<file path="src/rtl/axis2net_sink_if.sv">
`timescale 1ns/1ps
`default_nettype none
// +----------------------------------------------------------------------+
// | axis2net_sink_if : AXI4-Stream beat bundle (source = master)         |
// | Rev 1.0                                                              |
// +----------------------------------------------------------------------+
interface axis2net_sink_if #(
    parameter int C_TDATA_WIDTH = 32
);
    logic                         tvalid;
    logic [C_TDATA_WIDTH-1:0]     tdata;
    logic [C_TDATA_WIDTH/8-1:0]   tkeep;
    logic                         tlast;
    logic                         tready;

    modport master (output tvalid, tdata, tkeep, tlast, input tready);
    modport slave  (input tvalid, tdata, tkeep, tlast, output tready);
endinterface
`default_nettype wire

</file>
<file path="src/rtl/axis2net_sink.sv">
`timescale 1ns/1ps
`default_nettype none
// +----------------------------------------------------------------------+
// | axis2net_sink : AXIS sink with backpressure, counters, rule checks   |
// | Rev 1.0                                                              |
// +----------------------------------------------------------------------+
module axis2net_sink #(
    parameter int          C_TDATA_WIDTH = 32,
    parameter int          C_NUM_PKTS    = 1,
    parameter int          C_BP_MODE     = 0,
    parameter logic [15:0] C_LFSR_SEED   = 16'hACE1,
    parameter int          C_CNT_WIDTH   = 32
) (
    input  wire                     ACLK,
    input  wire                     ARESETN,
    axis2net_sink_if.slave          s_axis,
    output logic                    DONE,
    output logic [C_CNT_WIDTH-1:0]  PKT_COUNT,
    output logic [C_CNT_WIDTH-1:0]  BYTE_COUNT,
    output logic [C_CNT_WIDTH-1:0]  LAST_PKT_LEN,
    output logic                    ERR_KEEP,
    output logic                    ERR_STABLE,
    output logic                    ERR_EXTRA
);
    localparam int                   C_KEEP_W       = C_TDATA_WIDTH / 8;
    localparam logic [1:0]           C_ST_IDLE      = 2'd0;
    localparam logic [1:0]           C_ST_IN_PKT    = 2'd1;
    localparam logic [1:0]           C_ST_DONE      = 2'd2;
    localparam logic [C_CNT_WIDTH-1:0] C_CNT_ONE    = C_CNT_WIDTH'(1);
    localparam logic [C_CNT_WIDTH:0] C_EXT_ONE      = (C_CNT_WIDTH+1)'(1);
    localparam logic [C_CNT_WIDTH:0] C_NUM_PKTS_EXT = (C_CNT_WIDTH+1)'(C_NUM_PKTS);

    logic [1:0]               state_q, state_d;
    logic [15:0]              lfsr_q, lfsr_d;
    logic [1:0]               low_cnt_q, low_cnt_d;
    logic                     tready_q, tready_d;
    logic [C_CNT_WIDTH-1:0]   pkt_cnt_q, pkt_cnt_d;
    logic [C_CNT_WIDTH-1:0]   byte_cnt_q, byte_cnt_d;
    logic [C_CNT_WIDTH-1:0]   last_len_q, last_len_d;
    logic [C_CNT_WIDTH-1:0]   acc_q, acc_d;
    logic                     err_keep_q, err_keep_d;
    logic                     err_stable_q, err_stable_d;
    logic                     err_extra_q, err_extra_d;
    logic                     pend_q, pend_d;
    logic [C_TDATA_WIDTH-1:0] shadow_data_q, shadow_data_d;
    logic [C_KEEP_W-1:0]      shadow_keep_q, shadow_keep_d;
    logic                     shadow_last_q, shadow_last_d;

    logic                     w_accept, w_final, w_keep_ok, w_stable_err;
    logic                     w_cnt_en, w_extra, w_done;
    logic [C_KEEP_W-1:0]      w_keep_inc;
    logic [C_CNT_WIDTH-1:0]   w_beat_bytes;

    assign w_accept = s_axis.tvalid & tready_q;
    assign w_final  = (({1'b0, pkt_cnt_q} + C_EXT_ONE) == C_NUM_PKTS_EXT);

    // Ready generation: LFSR-driven with a forced high after three low cycles.
    if (C_BP_MODE == 1) begin : g_bp_lfsr
        assign lfsr_d    = {lfsr_q[0] ^ lfsr_q[2] ^ lfsr_q[3] ^ lfsr_q[5], lfsr_q[15:1]};
        assign tready_d  = lfsr_q[0] | (low_cnt_q == 2'd3);
        assign low_cnt_d = tready_d ? 2'd0 : low_cnt_q + 2'd1;
    end else begin : g_bp_none
        assign lfsr_d    = lfsr_q;
        assign tready_d  = 1'b1;
        assign low_cnt_d = 2'd0;
    end

    always_comb begin
        w_beat_bytes = '0;
        for (int i = 0; i < C_KEEP_W; i++) begin
            w_beat_bytes = w_beat_bytes + C_CNT_WIDTH'(s_axis.tkeep[i]);
        end
    end

    // A last beat may be partially filled, but only from the LSB upward.
    always_comb begin
        w_keep_inc = s_axis.tkeep + C_KEEP_W'(1);
        if (s_axis.tlast) begin
            w_keep_ok = (s_axis.tkeep != '0) && ((s_axis.tkeep & w_keep_inc) == '0);
        end else begin
            w_keep_ok = &s_axis.tkeep;
        end
    end

    assign w_stable_err = pend_q && (!s_axis.tvalid
                                     || (s_axis.tdata != shadow_data_q)
                                     || (s_axis.tkeep != shadow_keep_q)
                                     || (s_axis.tlast != shadow_last_q));

    always_ff @(posedge ACLK or negedge ARESETN) begin
        if (!ARESETN) begin
            state_q <= C_ST_IDLE;
        end else begin
            state_q <= state_d;
        end
    end

    always_comb begin
        state_d = state_q;
        case (state_q)
            C_ST_IDLE, C_ST_IN_PKT: begin
                if (w_accept) begin
                    if (s_axis.tlast) begin
                        state_d = w_final ? C_ST_DONE : C_ST_IDLE;
                    end else begin
                        state_d = C_ST_IN_PKT;
                    end
                end
            end
            C_ST_DONE: state_d = C_ST_DONE;
            default:   state_d = C_ST_IDLE;
        endcase
    end

    always_comb begin
        w_cnt_en = 1'b0;
        w_extra  = 1'b0;
        w_done   = 1'b0;
        case (state_q)
            C_ST_DONE: begin
                w_done  = 1'b1;
                w_extra = w_accept;
            end
            default: w_cnt_en = w_accept;
        endcase
    end

    always_comb begin
        pkt_cnt_d  = pkt_cnt_q;
        byte_cnt_d = byte_cnt_q;
        last_len_d = last_len_q;
        acc_d      = acc_q;
        if (w_cnt_en) begin
            byte_cnt_d = byte_cnt_q + w_beat_bytes;
            if (s_axis.tlast) begin
                pkt_cnt_d  = pkt_cnt_q + C_CNT_ONE;
                last_len_d = acc_q + w_beat_bytes;
                acc_d      = '0;
            end else begin
                acc_d      = acc_q + w_beat_bytes;
            end
        end
        err_keep_d    = err_keep_q | (w_accept & ~w_keep_ok);
        err_extra_d   = err_extra_q | w_extra;
        err_stable_d  = err_stable_q | w_stable_err;
        pend_d        = s_axis.tvalid & ~tready_q;
        shadow_data_d = pend_d ? s_axis.tdata : shadow_data_q;
        shadow_keep_d = pend_d ? s_axis.tkeep : shadow_keep_q;
        shadow_last_d = pend_d ? s_axis.tlast : shadow_last_q;
    end

    always_ff @(posedge ACLK or negedge ARESETN) begin
        if (!ARESETN) begin
            lfsr_q        <= C_LFSR_SEED;
            low_cnt_q     <= 2'd0;
            tready_q      <= 1'b0;
            pkt_cnt_q     <= '0;
            byte_cnt_q    <= '0;
            last_len_q    <= '0;
            acc_q         <= '0;
            err_keep_q    <= 1'b0;
            err_stable_q  <= 1'b0;
            err_extra_q   <= 1'b0;
            pend_q        <= 1'b0;
            shadow_data_q <= '0;
            shadow_keep_q <= '0;
            shadow_last_q <= 1'b0;
        end else begin
            lfsr_q        <= lfsr_d;
            low_cnt_q     <= low_cnt_d;
            tready_q      <= tready_d;
            pkt_cnt_q     <= pkt_cnt_d;
            byte_cnt_q    <= byte_cnt_d;
            last_len_q    <= last_len_d;
            acc_q         <= acc_d;
            err_keep_q    <= err_keep_d;
            err_stable_q  <= err_stable_d;
            err_extra_q   <= err_extra_d;
            pend_q        <= pend_d;
            shadow_data_q <= shadow_data_d;
            shadow_keep_q <= shadow_keep_d;
            shadow_last_q <= shadow_last_d;
        end
    end

    assign s_axis.tready = tready_q;
    assign DONE          = w_done;
    assign PKT_COUNT     = pkt_cnt_q;
    assign BYTE_COUNT    = byte_cnt_q;
    assign LAST_PKT_LEN  = last_len_q;
    assign ERR_KEEP      = err_keep_q;
    assign ERR_STABLE    = err_stable_q;
    assign ERR_EXTRA     = err_extra_q;
endmodule
`default_nettype wire

</file>
<file path="src/flat_wrapper.sv">
// flat-port wrapper written by rule: the top's interface ports become plain ports
module axis2net_sink_flat 
#(
    parameter int          C_TDATA_WIDTH = 32,
    parameter int          C_NUM_PKTS    = 1,
    parameter int          C_BP_MODE     = 0,
    parameter logic [15:0] C_LFSR_SEED   = 16'hACE1,
    parameter int          C_CNT_WIDTH   = 32
)
  (ACLK, ARESETN, DONE, PKT_COUNT, BYTE_COUNT, LAST_PKT_LEN, ERR_KEEP, ERR_STABLE, ERR_EXTRA, s_axis_tvalid, s_axis_tdata, s_axis_tkeep, s_axis_tlast, s_axis_tready);
  axis2net_sink_if #(.C_TDATA_WIDTH(C_TDATA_WIDTH)) s_axis_i ();
  input  wire ACLK;
  input  wire ARESETN;
  output logic DONE;
  output logic [C_CNT_WIDTH-1:0] PKT_COUNT;
  output logic [C_CNT_WIDTH-1:0] BYTE_COUNT;
  output logic [C_CNT_WIDTH-1:0] LAST_PKT_LEN;
  output logic ERR_KEEP;
  output logic ERR_STABLE;
  output logic ERR_EXTRA;
  input wire logic [$bits(s_axis_i.tvalid)-1:0] s_axis_tvalid;
  input wire logic [$bits(s_axis_i.tdata)-1:0] s_axis_tdata;
  input wire logic [$bits(s_axis_i.tkeep)-1:0] s_axis_tkeep;
  input wire logic [$bits(s_axis_i.tlast)-1:0] s_axis_tlast;
  output wire logic [$bits(s_axis_i.tready)-1:0] s_axis_tready;
  assign s_axis_i.tvalid = s_axis_tvalid;
  assign s_axis_i.tdata = s_axis_tdata;
  assign s_axis_i.tkeep = s_axis_tkeep;
  assign s_axis_i.tlast = s_axis_tlast;
  assign s_axis_tready = s_axis_i.tready;
  axis2net_sink #(.C_TDATA_WIDTH(C_TDATA_WIDTH), .C_NUM_PKTS(C_NUM_PKTS), .C_BP_MODE(C_BP_MODE), .C_LFSR_SEED(C_LFSR_SEED), .C_CNT_WIDTH(C_CNT_WIDTH)) u_core (.ACLK(ACLK), .ARESETN(ARESETN), .s_axis(s_axis_i), .DONE(DONE), .PKT_COUNT(PKT_COUNT), .BYTE_COUNT(BYTE_COUNT), .LAST_PKT_LEN(LAST_PKT_LEN), .ERR_KEEP(ERR_KEEP), .ERR_STABLE(ERR_STABLE), .ERR_EXTRA(ERR_EXTRA));
endmodule
</file>
<file path="config.mk">
export PLATFORM = sky130hd
export DESIGN_NAME = axis2net_sink_flat
export DESIGN_NICKNAME = d
export VERILOG_FILES = /design/src/rtl/axis2net_sink_if.sv /design/src/rtl/axis2net_sink.sv /design/src/flat_wrapper.sv
export SDC_FILE = /design/constraint.sdc
export NUM_CORES = 1
export LEC_CHECK = 0
export ABC_AREA = 0
export BUFFER_PORTS_ARGS = -buffer_cell sky130_fd_sc_hd__buf_2
export CAP_MARGIN = 40
export CORE_ASPECT_RATIO = 2
export CORE_MARGIN = 3
export CORE_UTILIZATION = 40
export DETAILED_ROUTE_END_ITERATION = 7
export PLACE_DENSITY_LB_ADDON = 0.1
export SLEW_MARGIN = 25
export SYNTH_ARGS = -nofsm -noshare
export SYNTH_HDL_FRONTEND = slang
export SYNTH_SLANG_ARGS = --single-unit
export TNS_END_PERCENT = 5
</file>
<file path="constraint.sdc">
create_clock -name ACLK -period 3.2 [get_ports ACLK]
set_input_delay 0.16 -clock ACLK [delete_from_list [all_inputs] [get_ports ACLK]]
set_output_delay 0.16 -clock ACLK [all_outputs]
set_load 0.01 [all_outputs]
</file>
After elaboration in Yosys (flattened, before gate mapping). Index checks and enable logic that the tools add are counted.

Input bits: 40. Bits in registers: 172.

Equality and inequality tests: 7. Bitwise gates (word level): 9. Multiplexer cells: 9. Add/sub/neg operators: 8. Reduce and logical (&&, ||, !) cells: 12.

Operator list (count): 32-bit by 1-bit adder with 32-bit output (2); 32-bit adder (2); 32-bit by 1-bit adder with 33-bit output (second input constant) (1); 33-bit by 1-bit == test with 1-bit output (second input constant) (1); 32-bit by 1-bit adder with 32-bit output (second input constant) (1); 32-bit two-way mux (1); 32-bit != test (1); 2-bit two-way mux (3); 4-bit by 1-bit adder with 4-bit output (second input constant) (1); 4-bit bitwise AND (1); 4-bit zero test (1); 1-bit two-way mux (4); 4-bit != test (1); 2-bit case mux with 2 select lines (1); 4-bit AND reduction (1); 4-bit nonzero test (1); 1-bit bitwise AND (3); 1-bit logical OR (3); 1-bit OR (3); 1-bit by 1-bit adder with 2-bit output (1); 2-bit by 1-bit == test with 1-bit output (second input constant) (1); 2-bit == test (second input constant) (1); 1-bit logical AND (2); 2-bit zero test (1); other kinds (6) (7).

Longest topological paths before layout. Gate-level depths: netlist (run 1).

Word-level depth: 8. Mapped depth: 14. Depth with buffers taken out: 13.

Worst setup path before layout (run 1). No wires, ideal clock.

Path type: input to register. Start: input port s_axis_tkeep[0]. End: register u_core.last_len_q[18] (netlist: u_core.LAST_PKT_LEN[18]). Arrival: 2.793 ns. Setup slack: 0.282 ns. Cell stages on the path: 14. Setup time: 0.125 ns. Cells stage by stage: inv_1 > ha_1 > inv_1 > fa_1 > inv_1 > ha_1 > inv_1 > fa_1 > o21ai_0 > and4_1 > clkbuf_1 > nand2_1 > xnor2_1 > mux2_2.

Longest elaborated chain between the ends: 4.

RTL lines: start, declared (line flat_wrapper.sv:23) `input wire logic [$bits(s_axis_i.tkeep)-1:0] s_axis_tkeep;`; 1-bit by 1-bit adder with 2-bit output (line axis2net_sink.sv:71) `w_beat_bytes = w_beat_bytes + C_CNT_WIDTH'(s_axis.tkeep[i]);`; 32-bit by 1-bit adder with 32-bit output (2 in a row) (line axis2net_sink.sv:71); 32-bit adder (line axis2net_sink.sv:137) `last_len_d = acc_q + w_beat_bytes;`; end signal, assigned (line axis2net_sink.sv:174) `last_len_q <= last_len_d;`; end, declared (line axis2net_sink.sv:39) `logic [C_CNT_WIDTH-1:0] last_len_q, last_len_d;`.

No other way between the ends. A chain may end at the register's enable or synchronous reset.

Worst setup path in the final report (run 1).
Start: input port s_axis_tkeep[0]. End: register u_core.byte_cnt_q[28] (netlist: u_core.BYTE_COUNT[28]).

Longest elaborated chain between the ends: 4.

RTL lines: 1-bit by 1-bit adder with 2-bit output (line axis2net_sink.sv:71); 32-bit by 1-bit adder with 32-bit output (2 in a row) (line axis2net_sink.sv:71); 32-bit adder (line axis2net_sink.sv:134) `byte_cnt_d = byte_cnt_q + w_beat_bytes;`; end signal, assigned (line axis2net_sink.sv:173) `byte_cnt_q <= byte_cnt_d;`; end, declared (line axis2net_sink.sv:38) `logic [C_CNT_WIDTH-1:0] byte_cnt_q, byte_cnt_d;`.

No other way between the ends.

==> results of run 1 <==
[power by group through the flow]
stage / Sequential (mW) / Combinational [mW] / Clock, mW
6_report: 2.29 / 0.367 / 1.92
5_1_grt: 2.30 / 0.409 / 2.07
4_1_cts: 2.29 / 0.378 / 1.99
3_5_place_dp: 2.33 / 0.346 / 0
3_3_place_gp: 2.33 / 0.341 / 0
2_1_floorplan: 2.32 / 0.207 / 0
[cells by family after synthesis]
logic type                 Yosys count
and+or+nand+nor                    306
DFF                                172
muxes                               42
buffers and inverters               67
adders and majority gates           14
AOI/OAI and AO/OA                  147
other                                1
xor gates and xnor gates           138
[stage by stage]
step / worst slack, ps / std cells / area, um2
after floorplan: 282 / 887 / 8950
after global placement: 18.7 / 1284 / 10000
after detailed placement: -1.81 / 1285 / 10000
after CTS: 460 / 1349 / 10900
after global routing: 225 / 1349 / 10900
final: 451 / 1349 / 10900
[metal layers]
metal,track usage,vias to the layer above,part of all wire
met5,0,-,0
met2,0.377,172,0.56
li1,-,3451,-
met4,0.0893,0,0.032
met1,0.204,3469,0.37
met3,0.0419,45,0.039
[path summary, 6_finish.rpt]
check | start | end | slack [ps] | depth (start not counted)
setup / recovery | s_axis_tkeep[0] | u_core.BYTE_COUNT[28]$_DFFE_PN0P_ | 450 | 14
hold / removal | s_axis_tkeep[2] | u_core.shadow_keep_q[2]$_DFFE_PN0P_ | 40 | 2
setup reg to reg | u_core.PKT_COUNT[1]$_DFFE_PN0P_ | u_core.state_q[1]$_DFFE_PN0P_ | 550 | 7
hold reg to reg | u_core.pend_q$_DFF_PN0_ | u_core.ERR_STABLE$_DFF_PN0_ | 450 | 1
max in group asynchronous | ARESETN | u_core.LAST_PKT_LEN[11]$_DFFE_PN0P_ | 2010 | 3
min in group asynchronous | ARESETN | u_core.BYTE_COUNT[23]$_DFFE_PN0P_ | 280 | 2
[state kept, by name, summed over array words and instances (netlist names)]
signal and count:
u_core.LAST_PKT_LEN 32, u_core.shadow_keep_q 4, u_core.ERR_EXTRA 1, u_core.s_axis.tready 1
u_core.pend_q 1, u_core.shadow_last_q 1, u_core.ERR_KEEP 1, u_core.acc_q 32
u_core.ERR_STABLE 1, u_core.shadow_data_q 32, u_core.PKT_COUNT 32, u_core.BYTE_COUNT 32
u_core.state_q 2
[critical path, stage by stage]
cell      delay [ps]
buf_2             80
inv_1             50
ha_1             290
inv_1             80
fa_1             400
inv_1             90
ha_1             190
fa_1             230
nor2b_1          160
o21ai_0          110
a211oi_1         560
and4_1           410
nand3_1          120
xnor2_1          130
[layout by cell type (no fill, tap or decap), types with 4 or more instances in the layout]
master	count
dfrtp_1	172
buf_2	139
nand2_1	97
xnor2_1	92
o21ai_0	76
xor2_1	46
nand3_1	44
mux2_2	39
nor2_1	38
dlygate4sd3_1	33
nand4_1	30
buf_4	28
inv_1	23
a21oi_1	21
and3_1	19
nor3_1	17
clkbuf_16	17
o31ai_1	14
nor4_1	12
ha_1	11
or3_1	7
and4_1	6
a31oi_1	6
or2_2	5
nor2b_1	5
a211oi_1	5
clkinv_2	5
nand2b_1	4
a21o_1	4
and2_1	4
clkbuf_8	4
[cell type report]
cell class,instances,area share
Inverter,23,0.00791
Tap cell,273,0.0313
Sequential cell,172,0.395
Multi-Input combinational cell,648,0.401
Timing Repair Buffer,202,0.116
Clock inverter,7,0.00367
Clock buffer,24,0.0451
[repair_timing]
action,CTS,global route
hold buffers,33,0
setup buffers,0,0
setup endpoints to repair,0,0
hold endpoints to repair,94,0
==> reports/metrics.csv, run 1 <==
metric,value,unit
synth_area_leader_cell,dfrtp_1,
die_x,112,um
diodes,0,
worstPathArrival,3080,ps
ir_drop,0.309,mV
register_area,4300,um2
grt_pass1_vias,7386,
avgSynthCellArea,10.1,um2
end_kind,register,
fillerInstances,2058,
seqPwrFrac,0.500,
synth.area.mux_share,0.0524,
core_area,21800,um2
rsz0062_at_grt,no,
status,finished clean,
finish.utilization,0.501,
maxSlewViolCount,0,
synthArstFlopShare,1.00,
critPathMaxFanout,5,
yosys.area_share.xor_xnor,0.135,
finClkSkew,5.57,ps
initial_core_util,0.411,
die_area,24300,um2
clock-root-buffer,clkbuf_16,
p_int,3.51,mW
critPathKind,input port to register,
ctsResizeCount,0,
synth_top_family_by_area,simple AND/OR/NAND/NOR gates,
cts_buffers,17,
cts_buffer_depth,2,
hold_violations,0,
place_congestion,0.811,
synth_area_leaders,"dfrtp_1, xnor2_1, mux2_2, xor2_1, o21ai_0",
area_delta_synth_final,21.8,%
drv_cap,0,
leakage,5.07,nW
synth_cells,887,
detail-route-antenna-nets,0,
route.vias.total,7137,
yosysWarnings,0,
overflow,0,
finalCritPeriodShare,0.859,
period_minus_slack,2750,ps
pwr-share-comb,0.080,
setup_tns,0,ps
clkTransAtPathRegs,60,ps
netlist_area,8950,um2
drcViolationCount,0,
nets,1118,
worstMarginPinSlew,695,ps
row_count,76,
yosysMostFrequentCell,dfrtp_1,
worstPathRequired,3530,ps
setup_viol,0,
synth_compound_gate_area_share,0.0999,
grt_pass1_wl,38.3,mm
synth_flop_cell,dfrtp_1,
synth_edf_count,0,
yosysSeqAreaShare,0.481,
io_pins,141,
max_slew_margin,0.533,
clock_latency,440,ps
clkSinkCount,172,
p_sw_frac,0.235,
drive_above_1_share,0.240,
wl,23.4,mm
synth-simple-area-share,0.178,
synth_cell_types,63,
grt_max_degree,66,
cp-start-kind,input port,
dr.pass1.iters,4,
wire_per_inst,17.4,um
antenna_found_initial,0,
cts_tree,yes,
drtIter0Drc,278,
whs,35.5,ps
synth.top_cell.area_share,0.481,
vias_per_cell,5.29,
hp-class,input port to register,
io_buffer_count,140,
die_h,218,um
track_usage,0.198,
multi_input_area,4380,um2
dp_hpwl,17.1,mm
power_switching,1.08,mW
ys_ff_latch,172,
synthAdderAreaFrac,0.0221,
h-tree-depth,4,
power,4.58,mW
pwr-share-clk,0.420,
fmax,364,MHz
syn_nets,941,
synth_common_cells,"dfrtp_1, nand2_1, xnor2_1",
power_density,420,nW/um2
(Power assumes the default switching activity.)
==> inputs of run 2 (changes only) <==
--- a/config.mk
+++ b/config.mk
@@ -12,7 +12,7 @@
 export CORE_MARGIN = 3
 export CORE_UTILIZATION = 40
 export DETAILED_ROUTE_END_ITERATION = 7
-export PLACE_DENSITY_LB_ADDON = 0.1
+export PLACE_DENSITY = 0.62
 export SLEW_MARGIN = 25
 export SYNTH_ARGS = -nofsm -noshare
 export SYNTH_HDL_FRONTEND = slang
==> run 2 against run 1 <==
Combinational power about the same. Hold slack worse by 1.5 ps. Wire length down 1.7%. Largest cell class unchanged.
==> reports/metrics.csv, run 2 (synthesis gave the netlist of run 1 again) <==
metric,value,unit
grt_pass1_vias,7447,
power_density,435,nW/um2
diodes,0,
wl,23.0,mm
grt_pass1_wl,37.8,mm
critPathMaxFanout,5,
max_slew_margin,0.482,
setup_viol,0,
initial_core_util,0.411,
finClkSkew,7.09,ps
area_delta_synth_final,23.2,%
worstPathArrival,3140,ps
detail-route-antenna-nets,0,
io_pins,141,
power,4.80,mW
pwr-share-comb,0.076,
power_switching,1.10,mW
cts_tree,yes,
fillerInstances,2009,
track_usage,0.196,
clock_latency,450,ps
h-tree-depth,4,
cts_setup_buffers,0,
nets,1122,
leakage,5.14,nW
grt_max_degree,74,
clock-root-buffer,clkbuf_16,
worstPathRequired,3520,ps
rsz0062_at_grt,no,
ctsResizeCount,0,
die_h,218,um
pwr-share-clk,0.446,
hold_violations,0,
dp_hpwl,16.8,mm
cts_buffers,17,
p_int,3.70,mW
dr.pass1.iters,6,
mostFrequentLayoutCells,"dfrtp_1, buf_2, nand2_1, xnor2_1, o21ai_0",
period_minus_slack,2820,ps
wire_per_inst,17.0,um
final.setup.worst_slack,384,ps
antenna_found_initial,0,
whs,34.0,ps
place_congestion,0.889,
ir_drop,0.481,mV
place_ws,-72.8,ps
die_x,112,um
critPathKind,input port to register,
core_area,21800,um2
drtIter0Drc,435,
row_count,76,
io_buffer_count,140,
overflow,0,
cts_buffer_depth,2,
hold_buffers,33,
finalCritPeriodShare,0.880,
layout_commonest_cell,dfrtp_1,
fmax,355,MHz
end_kind,register,
worstMarginPinSlew,776,ps
p_sw_frac,0.230,
seqPwrFrac,0.478,
die_area,24300,um2
hp-class,input port to register,
cp-start-kind,input port,
drcViolationCount,0,
clkSinkCount,172,
drv_cap,0,
route.vias.total,7162,
maxSlewViolCount,0,
vias_per_cell,5.29,
finish.utilization,0.506,
status,finished clean,
clkTransAtPathRegs,60,ps
drive_above_1_share,0.245,
-- run 2: area by class of cell --
class / count / area [um2] / share of cell area
multi-input combinational: 648 / 4380 / 0.397
sequential: 172 / 4300 / 0.390
timing repair buffer: 206 / 1310 / 0.119
clock buffer: 23 / 498 / 0.0452
tap: 273 / 342 / 0.0310
clock inverter: 9 / 110 / 0.00998
inverter: 23 / 86.3 / 0.00783
-- run 2: critical path, cell delays in order --
cell,delay [ps]
buf_2,120
inv_1,60
ha_1,280
inv_1,50
fa_1,350
inv_1,80
ha_1,210
inv_1,80
fa_1,430
o21ai_0,180
buf_4,160
nand4_1,240
nor3_1,360
buf_4,180
nand3_1,80
o311ai_0,110
-- run 2: per-stage QoR --
step | setup TNS [ps] | cell area [um2] | instances
after floorplan | 0 | 8950 | 887
after global placement | -12.5 | 10100 | 1288
after detailed placement | -122 | 10100 | 1288
after CTS | 0 | 11000 | 1353
after global routing | 0 | 11000 | 1354
final | 0 | 11000 | 1354
-- run 2: worst paths after layout --
| check | from | endpoint | slack [ps] | depth (start not counted) |
|---|---|---|---|---|
| hold / removal | s_axis_tkeep[2] | u_core.shadow_keep_q[2]$_DFFE_PN0P_ | 30 | 2 |
| hold reg to reg | u_core.pend_q$_DFF_PN0_ | u_core.ERR_STABLE$_DFF_PN0_ | 450 | 1 |
| max in group asynchronous | ARESETN | u_core.LAST_PKT_LEN[23]$_DFFE_PN0P_ | 2130 | 3 |
| setup reg to reg | u_core.PKT_COUNT[0]$_DFFE_PN0P_ | u_core.state_q[1]$_DFFE_PN0P_ | 560 | 7 |
| setup / recovery | s_axis_tkeep[0] | u_core.acc_q[26]$_DFFE_PN0P_ | 380 | 16 |
| min in group asynchronous | ARESETN | u_core.shadow_data_q[10]$_DFFE_PN0P_ | 310 | 2 |
-- run 2: per-layer routing --
layer	share of wire	track usage	up-vias
met1	0.37	0.200	3472
li1	-	-	3462
met2	0.55	0.364	180
met5	0	0	-
met3	0.046	0.0453	48
met4	0.039	0.106	0
-- run 2: power by group through the flow --
stage / clock (mW) / combinational, mW / sequential, mW
2_1_floorplan: 0 / 0.207 / 2.32
3_3_place_gp: 0 / 0.338 / 2.33
3_5_place_dp: 0 / 0.343 / 2.33
4_1_cts: 2.20 / 0.375 / 2.29
5_1_grt: 2.30 / 0.411 / 2.30
6_report: 2.14 / 0.366 / 2.29
==> inputs of run 3 (changes only) <==
--- a/config.mk
+++ b/config.mk
@@ -12,7 +12,7 @@
 export CORE_MARGIN = 3
 export CORE_UTILIZATION = 40
 export DETAILED_ROUTE_END_ITERATION = 7
-export PLACE_DENSITY = 0.62
+export PLACE_DENSITY = 0.69
 export SLEW_MARGIN = 25
 export SYNTH_ARGS = -nofsm -noshare
 export SYNTH_HDL_FRONTEND = slang
==> run 3 against run 2 <==
Flip-flop and latch count unchanged. Fmax increased by 2.8%. Power increased by 0.61%. Die area unchanged. Register-to-register slack improved by 40 ps.
==> reports/metrics.csv, run 3 (synthesis gave the netlist of run 1 again) <==
metric,value,unit
diodes,0,
track_usage,0.192,
finalCritPeriodShare,0.856,
ir_drop,0.453,mV
wl,22.8,mm
power_density,438,nW/um2
critPathKind,input port to register,
detail-route-antenna-nets,0,
wire_per_inst,17.0,um
leakage,5.11,nW
drcViolationCount,0,
r2r_setup_slack,600,ps
clkSinkCount,172,
grt_pass1_wl,37.5,mm
period_minus_slack,2740,ps
drive_above_1_share,0.240,
mostFrequentLayoutCells,"dfrtp_1, buf_2, nand2_1, xnor2_1, o21ai_0",
overflow,0,
end_kind,register,
grt_pass1_vias,7451,
antenna_found_initial,0,
cts_buffer_depth,2,
row_count,76,
fmax,365,MHz
grt_max_degree,83,
cp-start-kind,input port,
initial_core_util,0.411,
worstPathArrival,3070,ps
cts_tree,yes,
cts_buffers,17,
hp-class,input port to register,
clock_latency,440,ps
nets,1114,
rsz0062_at_grt,no,
die_x,112,um
multi_input_area,4380,um2
route.vias.total,7276,
clkTransAtPathRegs,70,ps
area_delta_synth_final,22.9,%
setup_tns,0,ps
place_ws,-6.46,ps
layout_commonest_cell,dfrtp_1,
final.setup.worst_slack,460,ps
hold_violations,0,
clock-root-buffer,clkbuf_16,
setup_viol,0,
die_h,218,um
dr.pass1.iters,5,
io_buffer_count,140,
maxSlewViolCount,0,
status,finished clean,
worstMarginPinSlew,808,ps
io_pins,141,
drtIter0Drc,518,
dp_hpwl,16.3,mm
worstPathRequired,3530,ps
drv_cap,0,
register_area,4300,um2
place_congestion,0.854,
die_area,24300,um2
vias_per_cell,5.41,
core_area,21800,um2
finClkSkew,10.3,ps
fillerInstances,1970,
max_slew_margin,0.459,
critPathMaxFanout,5,
h-tree-depth,4,
==> run 3: cell count changes in the layout (fill, tap and decap cells not counted) <==
cell / before / now
buf_4: 30 / 21
clkinv_4: 4 / 0
inv_6: 0 / 4
clkbuf_8: 5 / 2
inv_8: 0 / 3
buf_16: 0 / 2
clkinv_2: 3 / 1
clkinvlp_4: 0 / 2
clkbuf_4: 1 / 0
==> run 3: final timing paths <==
path                                                 startpoint                                  end  cells past startpoint
worst min-delay path                            s_axis_tkeep[2]  u_core.shadow_keep_q[2]$_DFFE_PN0P_                      2
worst max-delay path                            s_axis_tkeep[0]    u_core.BYTE_COUNT[26]$_DFFE_PN0P_                     14
worst min register to register          u_core.pend_q$_DFF_PN0_          u_core.ERR_STABLE$_DFF_PN0_                      1
worst max register to register  u_core.PKT_COUNT[0]$_DFFE_PN0P_        u_core.state_q[1]$_DFFE_PN0P_                      7
min in group asynchronous                               ARESETN    u_core.BYTE_COUNT[14]$_DFFE_PN0P_                      2
max in group asynchronous                               ARESETN     u_core.PKT_COUNT[26]$_DFFE_PN0P_                      4
==> run 3: worst max-delay path, stage by stage <==
cell,delay [ps]
buf_2,120
inv_1,60
ha_1,280
inv_1,70
fa_1,400
inv_1,90
ha_1,190
fa_1,230
nor2b_1,160
o21ai_0,120
a211oi_1,520
and4_1,400
nand3_1,130
xnor2_1,140
==> run 3: power breakdown <==
part / leakage [nW] / internal, mW / total [mW] / switching, mW
clock network: 0.294 / 1.22 / 2.16 / 0.942
registers: 2.24 / 2.24 / 2.29 / 0.0476
logic: 2.57 / 0.204 / 0.376 / 0.171
==> run 3: layout make-up <==
| cell class | instances | area share |
|---|---|---|
| timing repair buffer | 198 | 0.117 |
| clock buffer | 20 | 0.0415 |
| sequential | 172 | 0.391 |
| inverter | 23 | 0.00784 |
| clock inverter | 12 | 0.0135 |
| multi-input combinational | 648 | 0.398 |
| tap | 273 | 0.0310 |
==> run 3: repair_timing <==
action,in CTS,in global routing
hold buffers,33,0
setup buffers,0,0
endpoints found under the hold margin,112,0
resized for setup,0,0
==> run 3: metrics by stage <==
stage                util  area [um2]  std cells  total power [mW]  hold slack [ps]
floorplan               -        8950        887              2.53             -136
global placement    0.460       10000       1279              2.66              268
detailed placement  0.461       10000       1280              2.68              266
CTS                 0.504       11000       1345              4.88             29.0
global route        0.505       11000       1346              5.02             47.8
finish              0.505       11000       1346              4.83             51.2
==> run 3: metal layers <==
layer | wire length [um] | global-route usage | vias up | share of wire
li1 | - | - | 3450 | -
met1 | 8330 | 0.199 | 3557 | 0.37
met2 | 12400 | 0.351 | 207 | 0.54
met3 | 1080 | 0.0478 | 62 | 0.047
met4 | 1050 | 0.101 | 0 | 0.046
met5 | 0 | 0 | - | 0
